`src/rtl/binary_adder_seq_ctrl_pkg.sv`:
```
// Shared types and sizing helpers for the chunked sequential adder controller.
package binary_adder_pkg;

  typedef enum logic [1:0] {
    IDLE = 2'd0,
    RUN  = 2'd1,
    DONE = 2'd2
  } state_e;

  function automatic int nchunk(input int width, input int chunk);
    return (width + chunk - 1) / chunk;
  endfunction

  // Slice counter width; never below one bit even for a single slice.
  function automatic int idx_width(input int width, input int chunk);
    int n;
    n = nchunk(width, chunk);
    return $clog2((n < 2) ? 2 : n);
  endfunction

endpackage

```
`src/rtl/binary_adder_seq_ctrl_if.sv`:
```
// ap_ctrl_hs-style request/result bundle between a requester and the adder controller.
interface binary_adder_seq_ctrl_if #(
  parameter int WIDTH = 100
);
  logic             ap_start;
  logic             ap_ready;
  logic             ap_idle;
  logic             ap_done;
  logic [WIDTH-1:0] a;
  logic [WIDTH-1:0] b;
  logic             cin;
  logic [WIDTH-1:0] sum;
  logic             cout;

  modport master (
    output ap_start, a, b, cin,
    input  ap_ready, ap_idle, ap_done, sum, cout
  );

  modport slave (
    input  ap_start, a, b, cin,
    output ap_ready, ap_idle, ap_done, sum, cout
  );
endinterface

```
`src/rtl/binary_adder_seq_ctrl_adder_chunk.sv`:
```
// One CHUNK-bit combinational adder slice with carry in and carry out.
module adder_chunk #(
  parameter int CHUNK = 25
) (
  input  logic [CHUNK-1:0] a,
  input  logic [CHUNK-1:0] b,
  input  logic             ci,
  output logic [CHUNK-1:0] s,
  output logic             co
);
  assign {co, s} = {1'b0, a} + {1'b0, b} + {{CHUNK{1'b0}}, ci};
endmodule

```
`src/rtl/binary_adder_seq_ctrl.sv`:
```
// Sequencing controller: adds two WIDTH-bit operands one CHUNK-bit slice per cycle
// through a single adder slice, then presents a held sum/cout with an ap_done pulse.
module binary_adder_seq_ctrl
  import binary_adder_pkg::*;
#(
  parameter int WIDTH = 100,
  parameter int CHUNK = 25
) (
  input  logic                  ap_clk,
  input  logic                  ap_rst_n,
  binary_adder_seq_ctrl_if.slave bus
);

  localparam int NCHUNK = nchunk(WIDTH, CHUNK);
  localparam int IDXW   = idx_width(WIDTH, CHUNK);
  localparam int PADW   = NCHUNK * CHUNK;
  localparam int LASTW  = WIDTH - (NCHUNK - 1) * CHUNK;
  localparam logic [IDXW-1:0] LAST_IDX = IDXW'(NCHUNK - 1);

  state_e           state_q, state_d;
  logic [IDXW-1:0]  idx_q, idx_d;
  logic [WIDTH-1:0] op_a_q, op_a_d;
  logic [WIDTH-1:0] op_b_q, op_b_d;
  logic [PADW-1:0]  work_q, work_d;
  logic             carry_q, carry_d;
  logic [WIDTH-1:0] sum_q, sum_d;
  logic             cout_q, cout_d;

  logic             accept;
  logic [PADW-1:0]  a_pad, b_pad, work_nx;
  logic [CHUNK-1:0] a_sl [NCHUNK];
  logic [CHUNK-1:0] b_sl [NCHUNK];
  logic [CHUNK-1:0] slice_a, slice_b, slice_s;
  logic             slice_co, last_co;

  // Held in reset, no request may be accepted even though the state decodes as IDLE.
  assign accept = ap_rst_n && bus.ap_start && ((state_q == IDLE) || (state_q == DONE));

  // Zero padding above WIDTH masks the part of the last slice beyond the operands.
  assign a_pad = PADW'(op_a_q);
  assign b_pad = PADW'(op_b_q);

  genvar gi;
  for (gi = 0; gi < NCHUNK; gi++) begin : g_slice
    assign a_sl[gi] = a_pad[gi*CHUNK +: CHUNK];
    assign b_sl[gi] = b_pad[gi*CHUNK +: CHUNK];
    assign work_nx[gi*CHUNK +: CHUNK] =
        (idx_q == IDXW'(gi)) ? slice_s : work_q[gi*CHUNK +: CHUNK];
  end

  assign slice_a = a_sl[idx_q];
  assign slice_b = b_sl[idx_q];

  adder_chunk #(.CHUNK(CHUNK)) u_adder_chunk (
    .a  (slice_a),
    .b  (slice_b),
    .ci (carry_q),
    .s  (slice_s),
    .co (slice_co)
  );

  // A narrow last slice carries out of bit LASTW-1 into the first padding bit.
  if (LASTW == CHUNK) begin : g_full_last
    assign last_co = slice_co;
  end else begin : g_short_last
    assign last_co = slice_s[LASTW];
  end

  // State register
  always_ff @(posedge ap_clk) begin
    if (!ap_rst_n) begin
      state_q <= IDLE;
    end else begin
      state_q <= state_d;
    end
  end

  // Next-state logic
  always_comb begin
    state_d = state_q;
    case (state_q)
      IDLE:    state_d = accept ? RUN : IDLE;
      RUN:     state_d = (idx_q == LAST_IDX) ? DONE : RUN;
      DONE:    state_d = accept ? RUN : IDLE;
      default: state_d = IDLE;
    endcase
  end

  // Handshake outputs
  always_comb begin
    bus.ap_ready = accept;
    bus.ap_idle  = (state_q == IDLE);
    bus.ap_done  = (state_q == DONE);
  end

  assign bus.sum  = sum_q;
  assign bus.cout = cout_q;

  always_comb begin
    op_a_d  = op_a_q;
    op_b_d  = op_b_q;
    idx_d   = idx_q;
    carry_d = carry_q;
    work_d  = work_q;
    sum_d   = sum_q;
    cout_d  = cout_q;
    if (accept) begin
      op_a_d  = bus.a;
      op_b_d  = bus.b;
      carry_d = bus.cin;
      idx_d   = '0;
    end else if (state_q == RUN) begin
      work_d  = work_nx;
      carry_d = slice_co;
      idx_d   = idx_q + IDXW'(1);
      if (idx_q == LAST_IDX) begin
        sum_d  = work_nx[WIDTH-1:0];
        cout_d = last_co;
        idx_d  = '0;
      end
    end
  end

  always_ff @(posedge ap_clk) begin
    if (!ap_rst_n) begin
      idx_q   <= '0;
      op_a_q  <= '0;
      op_b_q  <= '0;
      work_q  <= '0;
      carry_q <= 1'b0;
      sum_q   <= '0;
      cout_q  <= 1'b0;
    end else begin
      idx_q   <= idx_d;
      op_a_q  <= op_a_d;
      op_b_q  <= op_b_d;
      work_q  <= work_d;
      carry_q <= carry_d;
      sum_q   <= sum_d;
      cout_q  <= cout_d;
    end
  end

endmodule

```
`src/flat_wrapper.sv`:
```
// flat-port wrapper written by rule: the top's interface ports become plain ports
module binary_adder_seq_ctrl_flat import binary_adder_pkg::*;
#(
  parameter int WIDTH = 100,
  parameter int CHUNK = 25
)
  (ap_clk, ap_rst_n, bus_ap_start, bus_a, bus_b, bus_cin, bus_ap_ready, bus_ap_idle, bus_ap_done, bus_sum, bus_cout);
  binary_adder_seq_ctrl_if #(.WIDTH(WIDTH)) bus_i ();
  input  logic ap_clk;
  input  logic ap_rst_n;
  input wire logic [$bits(bus_i.ap_start)-1:0] bus_ap_start;
  input wire logic [$bits(bus_i.a)-1:0] bus_a;
  input wire logic [$bits(bus_i.b)-1:0] bus_b;
  input wire logic [$bits(bus_i.cin)-1:0] bus_cin;
  output wire logic [$bits(bus_i.ap_ready)-1:0] bus_ap_ready;
  output wire logic [$bits(bus_i.ap_idle)-1:0] bus_ap_idle;
  output wire logic [$bits(bus_i.ap_done)-1:0] bus_ap_done;
  output wire logic [$bits(bus_i.sum)-1:0] bus_sum;
  output wire logic [$bits(bus_i.cout)-1:0] bus_cout;
  assign bus_i.ap_start = bus_ap_start;
  assign bus_i.a = bus_a;
  assign bus_i.b = bus_b;
  assign bus_i.cin = bus_cin;
  assign bus_ap_ready = bus_i.ap_ready;
  assign bus_ap_idle = bus_i.ap_idle;
  assign bus_ap_done = bus_i.ap_done;
  assign bus_sum = bus_i.sum;
  assign bus_cout = bus_i.cout;
  binary_adder_seq_ctrl #(.WIDTH(WIDTH), .CHUNK(CHUNK)) u_core (.ap_clk(ap_clk), .ap_rst_n(ap_rst_n), .bus(bus_i));
endmodule
```
`config.mk`:
```
export PLATFORM = sky130hd
export DESIGN_NAME = binary_adder_seq_ctrl_flat
export DESIGN_NICKNAME = d
export VERILOG_FILES = /design/src/rtl/binary_adder_seq_ctrl_pkg.sv /design/src/rtl/binary_adder_seq_ctrl_if.sv /design/src/rtl/binary_adder_seq_ctrl_adder_chunk.sv /design/src/rtl/binary_adder_seq_ctrl.sv /design/src/flat_wrapper.sv
export SDC_FILE = /design/constraint.sdc
export NUM_CORES = 1
export LEC_CHECK = 0
export ABC_AREA = 1
export CAP_MARGIN = 20
export CORE_AREA = 2 2 192 241
export CTS_CLUSTER_SIZE = 25
export DETAILED_ROUTE_END_ITERATION = 6
export DIE_AREA = 0 0 194 243
export HOLD_SLACK_MARGIN = 0.05
export PLACE_DENSITY = 0.69
export REMOVE_ABC_BUFFERS = 1
export SYNTH_ARGS = -nofsm -noshare
export SYNTH_HDL_FRONTEND = slang
export SYNTH_HIERARCHICAL = 1
export SYNTH_SLANG_ARGS = --single-unit
```
`constraint.sdc`:
```
create_clock -name ap_clk -period 8 [get_ports ap_clk]
set_clock_uncertainty 0.1 [all_clocks]
set_input_delay 1.2 -clock ap_clk [delete_from_list [all_inputs] [get_ports ap_clk]]
set_output_delay 1.2 -clock ap_clk [all_outputs]
set_load 0.005 [all_outputs]
```
==> results.md <==
* Top Ports at 308
* Status: complete, but fails checks
* Area growth syn-to-layout at 25.64%
* Overall routing resource usage at 20.89%
* Die height at 243 µm
* Row cnt at 87
* Drt drc at 7
* Setup TNS at 0 ps
* FMAX at 221.8 MHz
* Crit Path Class: in -> out
* Hold WC Path Type: reg -> reg
* Synth warnings at 6
* Die W at 194 µm
* Synthesized area at 17,700 µm²
* CP Data Arrival Time at 3210 ps
* Final Hold Violating Endpoints at 0
* Main synth FF type: dfxtp_1
* Endpoints failing setup at 0
* Vias in the first global route at 16,080
* Via count at 17,080
* DP HPWL at 34.69 mm
* Critical path peak fanout at 113
* Final GP Congestion at 0.8260
* Total CTS buffers at 39
* CTS max path bufs at 3
* Ys async rst share at 0%
* Worst VDD drop at 142.0 µV
* TritonRoute pass-1 iters at 7
* Routed WL at 51.17 mm
* Worst rel slew slack at 27.81%
* Layout cell share with drive strength beyond 1 at 4.193%
* Synth Instances at 2,586
* Initial antenna violation count at 2
* Nature of the critical path endpoint: primary output
* Synth Register Bits at 381
* Starting Density at 39.47%
* Post-CTS Setup Repair Bufs at 0
* GRT overflow at 0
* Worst Max-Slew Pin Slew at 1083 ps
* Clock Sinks at 381
* Global-route wire length before repair at 81.15 mm
* CP Launch Type: primary input
* Mapped Avg Cell Area at 6.845 µm²
* Max-cap viol count at 0
* DRT iter0 DRCs at 948
* TritonCTS clock tree: built
* Vias per cell at 5.032
* Leak Pwr at 9.681 nW
* Period minus WS final at 4509 ps
* Seq/Total Area, Yosys at 43.09%
* Port bufs at 307
* WP data required at 6700 ps
* Largest net degree at the start of global routing at 114
* Post-DR wirelength/cell at 15.08 µm
* Nets at 3,019
* Worst Hold Slack at 364.3 ps
* Slew Viols, Final at 0
* Clock latency on the worst-skew pair at 550 ps
* H-tree levels at 2
* Distinct cells, synth at 32
* RSZ-0062 raised after global routing: no
* Post-DRT Antenna Nets at 0
* Reg clk slew, reported paths at 60 ps
* Post-cts resize count at 0
* Die area at 47,140 µm²
* Cell area after placement at 20,790 µm²
* Failing checks: design-rule violations
* Design area at 22,240 µm²
* Power density cells at 224.5 nW/µm²
* Clk root buf: clkbuf_16
* CORE AREA at 44,850 µm²
* Hold-fix buffers, CTS at 0
* Final period util at 56.37%
* Number of flops mapped to enable cells by yosys at 0
-- worst max-delay path, cell delays in order --
cell             delay (ps)
clkdlybuf4s50_1         620
nand3_2                 190
inv_6                   540
clkdlybuf4s50_1         640
-- area by class of cell --
class	instances	area, µm²
flip-flops and latches	381	7635
diodes	2	5.005
inverters	308	1164
clock inverters	18	292.8
clock buffers	52	1126
multi-input cells	1733	8046
repair buffers	322	3249
well taps	578	723.2
fillers	4460	22610
-- stage by stage --
stage	std cells	utilization (%)	setup WS [ps]	total power (W)
2_1_floorplan	2422	-	2122	0.002667
3_3_place_gp	3319	46.23	3412	0.003005
3_5_place_dp	3321	46.36	3410	0.003029
4_1_cts	3391	49.52	3400	0.005031
5_1_grt	3394	49.59	3356	0.005238
6_report	3394	49.59	3491	0.004993
-- report_power, final --
part / switching (W) / total [W] / internal [W]
Clock: 0.000780 / 0.00200 / 0.00122
Sequential: 0.0000521 / 0.00207 / 0.00202
Combinational: 0.000600 / 0.000924 / 0.000323
-- registers in the layout, indices dropped and copies added (netlist names) --
register         count
u_core/bus.cout      1
u_core/state_q       2
u_core/idx_q         2
u_core/work_q       75
u_core/b_pad       100
u_core/a_pad       100
u_core/bus.sum     100
u_core/carry_q       1
-- cell families (layout without fill, tap and decap cells) --
kind of cell,after synthesis,after routing,share of synthesized area [%]
adders and majority gates,30,30,2.205
xor gates and xnor gates,12,12,0.5937
buffers and inverters,472,700,11.56
DFF,381,381,43.09
AOI/OAI and AO/OA,515,515,15.27
and+or+nand+nor,1176,1176,27.29
other,0,2,0
-- layer usage --
metal	wire length [µm]	vias to the layer above	GRT usage, %
li1	-	8623	-
met1	22030	7834	26.27
met4	1628	0	8.021
met5	0	-	0
met3	2504	96	2.362
met2	25010	527	36.54
-- cell usage after synthesis (7+ instances only) --
| cell type | count | share of area [%] |
|---|---|---|
| nand3_1 | 224 | 6.3 |
| a21oi_1 | 140 | 4.0 |
| o21ai_1 | 36 | 1.0 |
| inv_1 | 301 | 6.4 |
| nand2_2 | 10 | 0.35 |
| dfxtp_1 | 381 | 43 |
| nor2_2 | 10 | 0.35 |
| buf_2 | 76 | 2.1 |
| buf_4 | 31 | 1.3 |
| o21ai_0 | 289 | 8.2 |
| xor2_1 | 11 | 0.54 |
| nor2_1 | 102 | 2.2 |
| o211ai_1 | 50 | 2.1 |
| nand4_1 | 7 | 0.25 |
| ha_1 | 28 | 2.0 |
| clkbuf_1 | 41 | 0.87 |
| buf_6 | 7 | 0.45 |
| nand2_1 | 808 | 17 |
-- layout by cell type, fill, tap and decap left out, drive strengths merged --
master / instances
a21oi: 140
and2: 1
buf: 15
bufinv: 7
clkbuf: 53
clkdlybuf4s50: 306
clkinv: 5
clkinvlp: 3
dfxtp: 381
diode: 2
fa: 2
ha: 28
inv: 311
nand2: 818
nand3: 227
nand3b: 3
nand4: 8
nor2: 113
nor3: 3
o211ai: 50
o21ai: 325
or2: 3
xnor2: 1
xor2: 11
-- final timing paths --
kind	start	slack, ps	end	depth (start not counted)
worst min-delay path	u_core/a_pad[37]	360	u_core/a_pad[37]	2
worst max register to register	u_core/idx_q[1]	3880	u_core/work_q[47]	16
worst min register to register	u_core/a_pad[37]	360	u_core/a_pad[37]	2
worst max-delay path	bus_ap_start	3490	bus_ap_ready	4
No activity file was read; power rests on OpenSTA's default activity.
